**src/rtl/if_fetch_unit.sv**
```systemverilog
// -----------------------------------------------------------------------------
// if_fetch_unit
//
// Instruction-fetch stage feeding the IF/ID pipeline register. Owns the PC,
// runs a single-outstanding req/ack handshake with instruction memory, holds
// the fetched word for IF/ID, absorbs hazard stalls and branch redirects and
// raises a one-cycle IF/ID flush after every redirect.
//
// Ports
//   clk            in   clock, rising edge
//   rst_n          in   asynchronous active-low reset
//   hazDetect_PC   in   1 = consume held instruction and fetch next, 0 = hold
//   branch_taken   in   redirect request from EX
//   branch_target  in   redirect address (32)
//   imem_req       out  instruction memory request
//   imem_addr      out  address of the outstanding request (32)
//   imem_ack       in   memory acknowledge, imem_rdata valid same cycle
//   imem_rdata     in   instruction word (32)
//   pc_o           out  PC of the instruction on inst_o (32)
//   inst_o         out  held instruction, NOP_INST when not valid (32)
//   inst_valid_o   out  inst_o holds a real fetched instruction
//   IF_Flush       out  one-cycle flush pulse to IF/ID
//   misalign_o     out  sticky misaligned-target flag (PC_MISALIGN_CHK_EN only)
//
// Build option
//   PC_MISALIGN_CHK_EN : a redirect to a non-word-aligned target raises
//                        misalign_o and parks the unit in HALT until reset.
//                        Without it the target's low two bits are cleared.
// -----------------------------------------------------------------------------
module if_fetch_unit #(
  parameter logic [31:0] RESET_PC = 32'h0000_0000,
  parameter logic [31:0] NOP_INST = 32'h0000_0013
) (
  input  logic        clk,
  input  logic        rst_n,
  input  logic        hazDetect_PC,
  input  logic        branch_taken,
  input  logic [31:0] branch_target,
  output logic        imem_req,
  output logic [31:0] imem_addr,
  input  logic        imem_ack,
  input  logic [31:0] imem_rdata,
  output logic [31:0] pc_o,
  output logic [31:0] inst_o,
  output logic        inst_valid_o,
  output logic        IF_Flush
`ifdef PC_MISALIGN_CHK_EN
  ,
  output logic        misalign_o
`endif
);

`ifdef PC_MISALIGN_CHK_EN
  typedef enum logic [2:0] {S_IDLE, S_FETCH, S_READY, S_KILL, S_HALT} state_t;
  logic        misalign_q, misalign_d;
`else
  typedef enum logic [1:0] {S_IDLE, S_FETCH, S_READY, S_KILL} state_t;
`endif

  state_t      state_q, state_d;
  logic [31:0] pc_q, pc_d;
  logic [31:0] kill_addr_q, kill_addr_d;
  logic [31:0] inst_q, inst_d;
  logic        flush_q, flush_d;
  logic [31:0] tgt_pc;

`ifdef PC_MISALIGN_CHK_EN
  assign tgt_pc = branch_target;
`else
  assign tgt_pc = branch_target & ~32'h3;
`endif

  always_comb begin
    state_d     = state_q;
    pc_d        = pc_q;
    kill_addr_d = kill_addr_q;
    inst_d      = inst_q;
    flush_d     = branch_taken;
`ifdef PC_MISALIGN_CHK_EN
    misalign_d  = misalign_q;
`endif
    case (state_q)
      S_IDLE: begin
        state_d = S_FETCH;
        if (branch_taken) pc_d = tgt_pc;
      end
      S_FETCH: begin
        if (branch_taken) begin
          pc_d = tgt_pc;
          if (!imem_ack) begin
            // Stale request still in flight: remember its address so the
            // bus stays stable until memory acknowledges it.
            state_d     = S_KILL;
            kill_addr_d = pc_q;
          end
        end else if (imem_ack) begin
          inst_d  = imem_rdata;
          state_d = S_READY;
        end
      end
      S_READY: begin
        if (branch_taken) begin
          pc_d    = tgt_pc;
          state_d = S_FETCH;
        end else if (hazDetect_PC) begin
          pc_d    = pc_q + 32'd4;
          state_d = S_FETCH;
        end
      end
      S_KILL: begin
        if (branch_taken) pc_d = tgt_pc;
        if (imem_ack) state_d = S_FETCH;
      end
`ifdef PC_MISALIGN_CHK_EN
      S_HALT: flush_d = 1'b0;
`endif
      default: state_d = S_IDLE;
    endcase
`ifdef PC_MISALIGN_CHK_EN
    // A misaligned redirect overrides everything above and abandons any
    // outstanding request.
    if (state_q != S_HALT && branch_taken && branch_target[1:0] != 2'b00) begin
      state_d    = S_HALT;
      pc_d       = pc_q;
      misalign_d = 1'b1;
    end
`endif
  end

  always_ff @(posedge clk or negedge rst_n) begin
    if (!rst_n) begin
      state_q    <= S_IDLE;
      pc_q       <= RESET_PC;
      flush_q    <= 1'b0;
`ifdef PC_MISALIGN_CHK_EN
      misalign_q <= 1'b0;
`endif
    end else begin
      state_q    <= state_d;
      pc_q       <= pc_d;
      flush_q    <= flush_d;
`ifdef PC_MISALIGN_CHK_EN
      misalign_q <= misalign_d;
`endif
    end
  end

  // Data-only registers; they are never observed before being written.
  always_ff @(posedge clk) begin
    kill_addr_q <= kill_addr_d;
    inst_q      <= inst_d;
  end

  assign imem_req     = (state_q == S_FETCH) || (state_q == S_KILL);
  assign imem_addr    = (state_q == S_KILL) ? kill_addr_q : pc_q;
  assign inst_valid_o = (state_q == S_READY);
  assign inst_o       = (state_q == S_READY) ? inst_q : NOP_INST;
  assign pc_o         = pc_q;
  assign IF_Flush     = flush_q;
`ifdef PC_MISALIGN_CHK_EN
  assign misalign_o   = misalign_q;
`endif

endmodule

```
**config.mk**
```make
export PLATFORM = sky130hd
export DESIGN_NAME = if_fetch_unit
export DESIGN_NICKNAME = d
export VERILOG_FILES = /design/src/rtl/if_fetch_unit.sv
export SDC_FILE = /design/constraint.sdc
export NUM_CORES = 1
export LEC_CHECK = 0
export BUFFER_PORTS_ARGS = -buffer_cell sky130_fd_sc_hd__buf_2
export CAP_MARGIN = 25
export CORE_MARGIN = 5
export CORE_UTILIZATION = 45
export DETAILED_ROUTE_END_ITERATION = 6
export GPL_TIMING_DRIVEN = 0
export PLACE_DENSITY = 0.74
export REMOVE_ABC_BUFFERS = 1
export SLEW_MARGIN = 20
export SYNTH_ARGS = -nofsm -noshare
export SYNTH_HDL_FRONTEND = slang
export SYNTH_SLANG_ARGS = --single-unit
```
**constraint.sdc**
```tcl
create_clock -name clk -period 4.9 [get_ports clk]
set_input_delay 0.98 -clock clk [delete_from_list [all_inputs] [get_ports clk]]
set_output_delay 0.98 -clock clk [all_outputs]
set_load 0.02 [all_outputs]
```
==> results of run 1 <==
==> state kept, by name, summed over array words and instances (netlist names) <==
signal	flops
inst_q	32
IF_Flush	1
kill_addr_q	30
state_q	2
pc_o	30
==> worst paths after layout <==
check                                                 end            startpoint  cells past startpoint
worst max-delay path            kill_addr_q[23]$_DFFE_PP_          branch_taken                      5
worst min-delay path            kill_addr_q[31]$_DFFE_PP_  pc_o[31]$_DFFE_PN0P_                      0
worst max register to register       pc_o[26]$_DFFE_PN0P_   pc_o[2]$_DFFE_PN0P_                      5
worst min register to register  kill_addr_q[31]$_DFFE_PP_  pc_o[31]$_DFFE_PN0P_                      0
max in group asynchronous            pc_o[29]$_DFFE_PN0P_                 rst_n                      1
min in group asynchronous            pc_o[12]$_DFFE_PN0P_                 rst_n                      1
==> routing by layer <==
layer  track usage [%]  vias to the layer above  share of wire (%)
met3              5.52                       10                9.9
met2              30.0                      142                 48
met1              24.9                     1699                 42
li1                  -                     1691                  -
met4              4.81                        2               0.74
met5                 0                        -              0.063
==> Yosys cell counts (4+ instances only) <==
master / n / share of area [%]
and3_1: 4 / 0.56
a31oi_1: 10 / 1.4
nand3_1: 14 / 1.6
xnor2_1: 6 / 1.2
clkbuf_1: 15 / 1.3
nor4_1: 5 / 0.70
mux2_2: 30 / 7.5
nand2_1: 27 / 2.3
and4_1: 6 / 1.2
nand4_1: 15 / 2.1
o21ai_0: 16 / 1.8
o31ai_1: 7 / 1.2
and2_1: 31 / 4.3
nand2b_1: 4 / 0.56
edfxtp_1: 62 / 41
dfrtp_1: 33 / 18
or4_1: 8 / 1.3
buf_2: 4 / 0.45
inv_1: 4 / 0.33
buf_4: 4 / 0.67
nor3_1: 5 / 0.56
xor2_1: 4 / 0.78
nor2_1: 20 / 1.7
==> stage by stage <==
step / hold slack, ns / TNS (ns)
after CTS: 0.553 / 0
after global routing: 0.566 / 0
after global placement: 0.511 / -91.52
after floorplan: 0.633 / -8.85
after detailed placement: 0.530 / 0
final: 0.554 / 0
==> cells by family after synthesis <==
kind of cell,Yosys count
compound gates,47
xor+xnor,10
other cells,1
fa+ha+maj,1
mux,32
simple gates,154
buf+inv,31
flops,95
==> power breakdown <==
group | switching [mW] | internal (mW)
registers | 0.0606 | 0.914
logic | 0.217 | 0.147
clock network | 0.270 | 0.234
==> final cells by class <==
type	instances	area (um2)
fill	857	4160
tap	133	166
clock buffer	10	128
multi-input combinational	248	1680
inverter	5	18.8
sequential	95	2690
clock inverter	6	61.3
timing repair buffer	168	872
==> results.toml, run 1 <==
[floorplanning]
die_area_mm2 = 0.0121
start_util_pct = 46.0
die_y_um = 110
ioPinCount = 168
core_region_area_mm2 = 0.00977
num_rows = 36
die_w_um = 110

[logic_synthesis]
synth-adder-area-share_pct = 0.279
syn_area_per_cell_um2 = 12.1
synth_xor_xnor_area_share_pct = 1.95
syn_inst = 371
yosysWarningCount = 0
synth_enable_flop_cells = 62
yosys.area_share.simple_pct = 19.7
synth-compound-area-share_pct = 6.80
synth_top_family_by_area = "simple AND/OR/NAND/NOR gates"
synth.area.mux_share_pct = 7.97
ys_types = 52
ys_ff_latch = 95
synth.cell_area_mm2 = 0.00449
synth_ff_type = "edfxtp_1"
synth-seq-area-share_pct = 59.8
synthArstFlopShare_pct = 34.7

[final_layout]
diodes = 0
final_area_mm2 = 0.00561
fin_cells = 665
drive_gt1_share_pct = 42.1
final_cell_mix = "buf_2, edfxtp_1, dfrtp_1, and2_1, mux2_2"
fin_nets = 597
syn2layout_area_growth_pct = 25.0
fin_util_pct = 57.4
layout_commonest_cell = "buf_2"

[clocking]
htree_num_levels = 3
cts-root-buf = "clkbuf_8"
cts_resized = 0
cts_setup_buffers = 0
cts_tree = "built"
cts.reportedPaths.clkPinSlew_ns = 0.09
cts_hold_buf = 0
clk_path_buf_depth = 2
cts_buffers = 9
cts.sinks = 95
clk_latency_ns = 0.36

[power]
totalPowerFinal_mw = 1.84
peakVddDrop_mv = 0.198
p_leak_nw = 2.31
powerDensity_mw_per_mm2 = 328

[timing]
fin_crit_ns = 3.59
fmax_mhz = 279
slew_viol_final = 0
setup_slack_ns = 1.31
timing.final.crit_share_pct = 73.2
relSlewSlack_pct = 45.7
final-setup-viol-count = 0
rsz0062_at_grt = "no"
worst_pin_slew_ns = 0.815
hold_violations = 0
fin_worst_skew_ns = 0.00837

[critical_path]
slowest_delay_ns = 0.87
cp_num_buf_inv = 4
crit_family = "buffers and inverters"
r2r_slack_ns = 2.60
cp_cell_sequence = "buf_2 -> clkinv_1 -> nor4b_2 -> buf_2 -> buf_2"
worstSetupPathType = "in2reg"
end_kind = "flip-flop"
required_ns = 4.95
crit_path_max_fanout = 46
cpMostUsedCell = "buf_2"
start_kind = "input pin"
cp_slowest_cell = "clkinv_1"
cp.arrival_ns = 3.64

[placement]
post-place-ws_ns = 0.954
routabilityCongestion = 0.786
placed_cells = 649
port_buffers = 161
place_area_mm2 = 0.00543
place_hpwl_um = 8120

[grt]
grt_max_degree = 47
grt_pass1_vias = 3471
grt_util_all_layers_pct = 18.7
grt_overflow_total = 0
grt_pass1_wl_um = 17500
antenna_found_initial = 1

[routing]
drt_iter0_markers = 150
ant_nets = 0
finalWirelength_um = 11100
vias = 3544
viasPerCell = 5.33
firstDrtPassIters = 4
wl_per_cell_um = 16.7
drc_errors = 0

[hold_path]
min-delay-path-class = "reg2reg"

[job]
drv_cap = 0

[status]
status = "complete, no violations"
Note: power is estimated with default switching activity, not from simulation.
==> run 2: changes to the inputs <==
--- a/config.mk
+++ b/config.mk
@@ -5,13 +5,14 @@
 export SDC_FILE = /design/constraint.sdc
 export NUM_CORES = 1
 export LEC_CHECK = 0
+export ABC_AREA = 1
 export BUFFER_PORTS_ARGS = -buffer_cell sky130_fd_sc_hd__buf_2
 export CAP_MARGIN = 25
 export CORE_MARGIN = 5
 export CORE_UTILIZATION = 45
 export DETAILED_ROUTE_END_ITERATION = 6
 export GPL_TIMING_DRIVEN = 0
-export PLACE_DENSITY = 0.74
+export PLACE_DENSITY = 0.73
 export REMOVE_ABC_BUFFERS = 1
 export SLEW_MARGIN = 20
 export SYNTH_ARGS = -nofsm -noshare
==> constraint.sdc (replaced) <==
create_clock -name clk -period 3.4 [get_ports clk]
set_input_delay 0.68 -clock clk [delete_from_list [all_inputs] [get_ports clk]]
set_output_delay 0.68 -clock clk [all_outputs]
set_load 0.02 [all_outputs]
==> results.toml, run 2 <==
[status]
status = "complete, no violations"

[placement]
port_buffers = 161
place_hpwl_um = 10600
routabilityCongestion = 0.904
post-place-ws_ns = 0.691

[logic_synthesis]
post-synth-top-count-cell = "nor2_1"
yosysWarningCount = 0
syn_area_per_cell_um2 = 8.13
ys_types = 34
synth_enable_flop_cells = 62
synth.cell_area_mm2 = 0.00492
synthArstFlopShare_pct = 34.7
ys_ff_latch = 95
synth_ff_type = "edfxtp_1"
synth-seq-area-share_pct = 54.6
synth_top_area_share_pct = 37.8
yosys.area.top_type = "edfxtp_1"
syn_inst = 605
synthTopCellsByArea = "edfxtp_1, dfrtp_1, nor2_1"
yosys-top-cells-count = "nor2_1, nand2_1, inv_1"

[final_layout]
fin_nets = 832
diodes = 0
drive_gt1_share_pct = 26.7
final_cell_mix = "buf_2, nor2_1, nand2_1, inv_1, edfxtp_1"
largest_reg_flops = 32
top_register = "inst_q"
syn2layout_area_growth_pct = 23.2
layout_commonest_cell = "buf_2"

[timing]
fmax_mhz = 373
fin_crit_ns = 2.68
hold_violations = 0
setup_slack_ns = 0.722
fin_worst_skew_ns = 0.0124
relSlewSlack_pct = 45.0
timing.final.crit_share_pct = 78.8
fin_tns_setup_ns = 0
rsz0062_at_grt = "no"
slew_viol_final = 0
worst_pin_slew_ns = 0.826
final-setup-viol-count = 0

[routing]
ant_nets = 0
viasPerCell = 4.98
drt_iter0_markers = 263
finalWirelength_um = 13800
wl_per_cell_um = 15.3
firstDrtPassIters = 4
drc_errors = 0
vias = 4513

[power]
intPower_mw = 2.09
seqPwrFrac_pct = 42.9
p_sw_share_pct = 41.4
p_sw_mw = 1.48
powerDensity_mw_per_mm2 = 588
clockPowerShare_pct = 20.5
p_leak_nw = 2.91
p_comb_share_pct = 36.6
peakVddDrop_mv = 0.285

[critical_path]
required_ns = 2.72
worstSetupPathType = "reg2out"
start_kind = "flip-flop"
cp_cell_sequence = "nand2_2 -> buf_16 -> nor2_1 -> a21oi_1 -> buf_2"
cp.arrival_ns = 2.00
end_kind = "output pin"
slowest_delay_ns = 0.47
cp_slowest_cell = "dfrtp_1"
crit_path_max_fanout = 32

[clocking]
cts.reportedPaths.clkPinSlew_ns = 0.11
cts.sinks = 95
htree_num_levels = 3
cts_hold_buf = 0
clk_path_buf_depth = 2
cts-root-buf = "clkbuf_8"
cts_buffers = 9
clk_latency_ns = 0.38
cts_setup_buffers = 0
cts_resized = 0
cts_tree = "built"

[grt]
grt_util_all_layers_pct = 21.0
antenna_found_initial = 0
grt_pass1_vias = 4373
grt_overflow_total = 0
grt_pass1_wl_um = 21600
grt_max_degree = 35

[floorplanning]
start_util_pct = 45.6
die_area_mm2 = 0.0131
core_region_area_mm2 = 0.0108
num_rows = 38
die_w_um = 115
die_y_um = 115
ioPinCount = 168

[job]
drv_cap = 0

[hold_path]
min-delay-path-class = "in2async"
run 2: cell types whose count changed in the layout (fill, tap and decap cells not counted), sizes merged, moves of 7 or more:
cell,delta
and2,-31
nand3,+24
nand4,-11
o31ai,-7
mux2,-28
inv,+78
nand2,+104
nor2,+121
a21oi,+33
or4,-9
a31oi,-9
run 2: final timing paths:
| check | start | to | slack (ns) | cells past startpoint |
|---|---|---|---|---|
| max | state_q[0]$_DFFE_PN0P_ | imem_addr[9] | 0.72 | 5 |
| min | rst_n | pc_o[24]$_DFFE_PN0P_ | 0.39 | 1 |
| max in group asynchronous | rst_n | pc_o[14]$_DFFE_PN0P_ | 2.49 | 1 |
| min reg2reg | pc_o[31]$_DFFE_PN0P_ | kill_addr_q[31]$_DFFE_PP_ | 0.54 | 0 |
| min in group clk | imem_rdata[18] | inst_q[18]$_DFFE_PP_ | 0.47 | 1 |
| max reg2reg | state_q[0]$_DFFE_PN0P_ | pc_o[10]$_DFFE_PN0P_ | 0.99 | 6 |
run 2: logic make-up (layout without fill, tap and decap cells):
logic type / count (synthesis) / count (layout) / share of synthesized area [%]
other: 1 / 4 / 0.0762
XOR/XNOR: 1 / 1 / 0.178
flip-flops: 95 / 95 / 54.6
adder cells (fa/ha/maj): 1 / 1 / 0.254
AND/OR/NAND/NOR: 328 / 328 / 27.7
multiplexers: 2 / 2 / 0.458
buffers and inverters: 104 / 263 / 8.62
AO/OA/AOI/OAI: 73 / 73 / 8.06
run 2: area by class of cell:
cell class	count	area, um2
tap	140	175
inverter	79	297
clock inverter	7	65.1
clock buffer	9	124
multi-input combinational	409	1830
timing repair buffer	168	882
fill	1039	4730
sequential	95	2690
run 2: layer usage:
| metal | global-route usage, % | routed length [um] | vias to the layer above |
|---|---|---|---|
| met5 | 0 | 0 | - |
| met4 | 8.23 | 197 | 0 |
| met3 | 3.91 | 1160 | 18 |
| met2 | 35.3 | 6590 | 163 |
| met1 | 26.7 | 5890 | 2079 |
| li1 | - | - | 2253 |
run 2: metrics by stage:
stage / total power [mW] / instances / hold slack [ns] / utilization (%) / instance area [um2]
floorplan: 2.34 / 583 / 0.384 / - / 4800
global placement: 2.79 / 884 / 0.506 / 53.6 / 5790
detailed placement: 2.87 / 891 / 0.513 / 54.4 / 5870
CTS: 3.59 / 907 / 0.405 / 56.2 / 6060
global route: 3.76 / 907 / 0.448 / 56.2 / 6060
finish: 3.56 / 907 / 0.388 / 56.2 / 6060
run 2: power by group through the flow:
stage	registers (mW)	logic, mW	clock network [mW]
after detailed placement	1.55	1.32	0
after floorplan	1.58	0.756	0
after global placement	1.55	1.24	0
after global routing	1.55	1.43	0.786
final	1.53	1.30	0.730
after CTS	1.53	1.32	0.740
run 2: worst max-delay path, delay by kind of cell (launching register included):
kind            cells  cell delay [ns]
compound gates      1             0.18
simple gates        2             0.51
buf+inv             2             0.45
flops               1             0.47
==> run 3: changes to the inputs <==
--- a/config.mk
+++ b/config.mk
@@ -5,14 +5,14 @@
 export SDC_FILE = /design/constraint.sdc
 export NUM_CORES = 1
 export LEC_CHECK = 0
-export ABC_AREA = 1
+export ABC_AREA = 0
 export BUFFER_PORTS_ARGS = -buffer_cell sky130_fd_sc_hd__buf_2
 export CAP_MARGIN = 25
 export CORE_MARGIN = 5
 export CORE_UTILIZATION = 45
 export DETAILED_ROUTE_END_ITERATION = 6
 export GPL_TIMING_DRIVEN = 0
-export PLACE_DENSITY = 0.73
+export PLACE_DENSITY = 0.77
 export REMOVE_ABC_BUFFERS = 1
 export SLEW_MARGIN = 20
 export SYNTH_ARGS = -nofsm -noshare
==> constraint.sdc (replaced) <==
create_clock -name clk -period 2.35 [get_ports clk]
set_input_delay 0.47 -clock clk [delete_from_list [all_inputs] [get_ports clk]]
set_output_delay 0.47 -clock clk [all_outputs]
set_load 0.02 [all_outputs]
==> results.toml, run 3 (synthesis results as in run 1) <==
[routing]
finalWirelength_um = 11000
drc_errors = 0
wl_per_cell_um = 16.6
viasPerCell = 5.30
ant_nets = 0
drt_iter0_markers = 189
firstDrtPassIters = 7
vias = 3524

[placement]
post-place-ws_ns = -1.54
place_area_mm2 = 0.00541
routabilityCongestion = 0.776
place_hpwl_um = 8090
port_buffers = 161

[timing]
fmax_mhz = 452
timing.final.crit_share_pct = 94.1
hold_violations = 0
relSlewSlack_pct = 48.3
slew_viol_final = 0
fin_tns_setup_ns = 0
final-setup-viol-count = 0
whs_ns = 0.181
rsz0062_at_grt = "no"
setup_slack_ns = 0.138
worst_pin_slew_ns = 0.776
fin_worst_skew_ns = 0.00600
fin_crit_ns = 2.21

[floorplanning]
die_y_um = 110
die_area_mm2 = 0.0121
start_util_pct = 46.0
num_rows = 36
ioPinCount = 168
core_region_area_mm2 = 0.00977
die_w_um = 110

[final_layout]
final_area_mm2 = 0.00569
fillerInstances = 825
final-seq-area_mm2 = 0.00269
layout_commonest_cell = "buf_2"
multi_input_comb_area_mm2 = 0.00171
largest_reg_flops = 32
fin_nets = 597
final_cell_mix = "buf_2, edfxtp_1, and2_1, dfrtp_1, mux2_2"
fin_util_pct = 58.2
drive_gt1_share_pct = 42.7
top_register = "inst_q"
syn2layout_area_growth_pct = 26.7
diodes = 0

[hold_path]
min-delay-path-class = "in2async"

[critical_path]
end_kind = "output pin"
r2r_cells = 4
timing.rr.end = "pc_o[27]$_DFFE_PN0P_"
worstSetupPathType = "reg2out"
rr_startpoint = "state_q[0]$_DFFE_PN0P_"
start_kind = "flip-flop"
r2r_slack_ns = 0.16
cp.arrival_ns = 1.74
crit_path_max_fanout = 30
required_ns = 1.88

[clocking]
cts.sinks = 95
cts.reportedPaths.clkPinSlew_ns = 0.09
cts-root-buf = "clkbuf_8"
cts_tree = "built"
clk_path_buf_depth = 2
clk_latency_ns = 0.36
cts_buffers = 9
htree_num_levels = 3
cts_hold_buf = 0

[grt]
grt_max_degree = 47
grt_pass1_vias = 3412
grt_util_all_layers_pct = 18.4
grt_overflow_total = 0
antenna_found_initial = 0
grt_pass1_wl_um = 17100

[power]
peakVddDrop_mv = 0.360
p_leak_nw = 2.35
powerDensity_mw_per_mm2 = 713

[job]
drv_cap = 0

[status]
status = "complete, no violations"
run 3: power breakdown:
| part | leakage [nW] | total [mW] | internal [mW] | switching, mW |
|---|---|---|---|---|
| clock network | 0.112 | 1.25 | 0.706 | 0.546 |
| registers | 0.948 | 2.04 | 1.91 | 0.132 |
| logic | 1.29 | 0.763 | 0.308 | 0.455 |
run 3: how the worst max path moves through the flow:
stage,from,slack (ns),to,cells past startpoint
after floorplan,branch_taken,-2.33,kill_addr_q[10]$_DFFE_PP_,2
after global routing,state_q[0]$_DFFE_PN0P_,0.02,inst_o[5],4
after CTS,state_q[1]$_DFFE_PN0P_,-0.003,imem_addr[27],3
after detailed placement,branch_taken,-1.54,kill_addr_q[23]$_DFFE_PP_,6
final,state_q[0]$_DFFE_PN0P_,0.14,imem_addr[13],3
after global placement,branch_taken,-4.86,kill_addr_q[22]$_DFFE_PP_,3
run 3: critical path, stage by stage, from the launching register on:
cell	delay, ns
dfrtp_1	0.55
nand2_8	0.30
mux2_2	0.37
buf_2	0.16
run 3: area by class of cell:
class	instances	area share [%]
tap	133	2.93
timing repair buffer	168	15.2
multi-input combinational	248	30.1
clock buffer	12	2.38
clock inverter	4	1.65
inverter	5	0.418
sequential	95	47.3
run 3: stage by stage:
| step | cells | total power [mW] |
|---|---|---|
| final | 665 | 4.05 |
| after global routing | 665 | 4.25 |
| after CTS | 664 | 4.08 |
| after detailed placement | 648 | 2.83 |
| after global placement | 642 | 2.80 |
| after floorplan | 348 | 2.51 |
run 3: what timing repair did:
item / 4_1_cts / 5_1_grt
setup endpoints to repair: 85 / 67
resized for setup: 6 / 5
cloned: 0 / 0
pin swaps: 1 / 2
buffers inserted: 0 / 1
run 3: metal layers:
metal / GRT usage (%) / part of all wire [%]
met5: 0 / 0
met4: 6.86 / 1.3
met3: 3.82 / 7.2
met2: 29.0 / 47
met1: 25.1 / 44
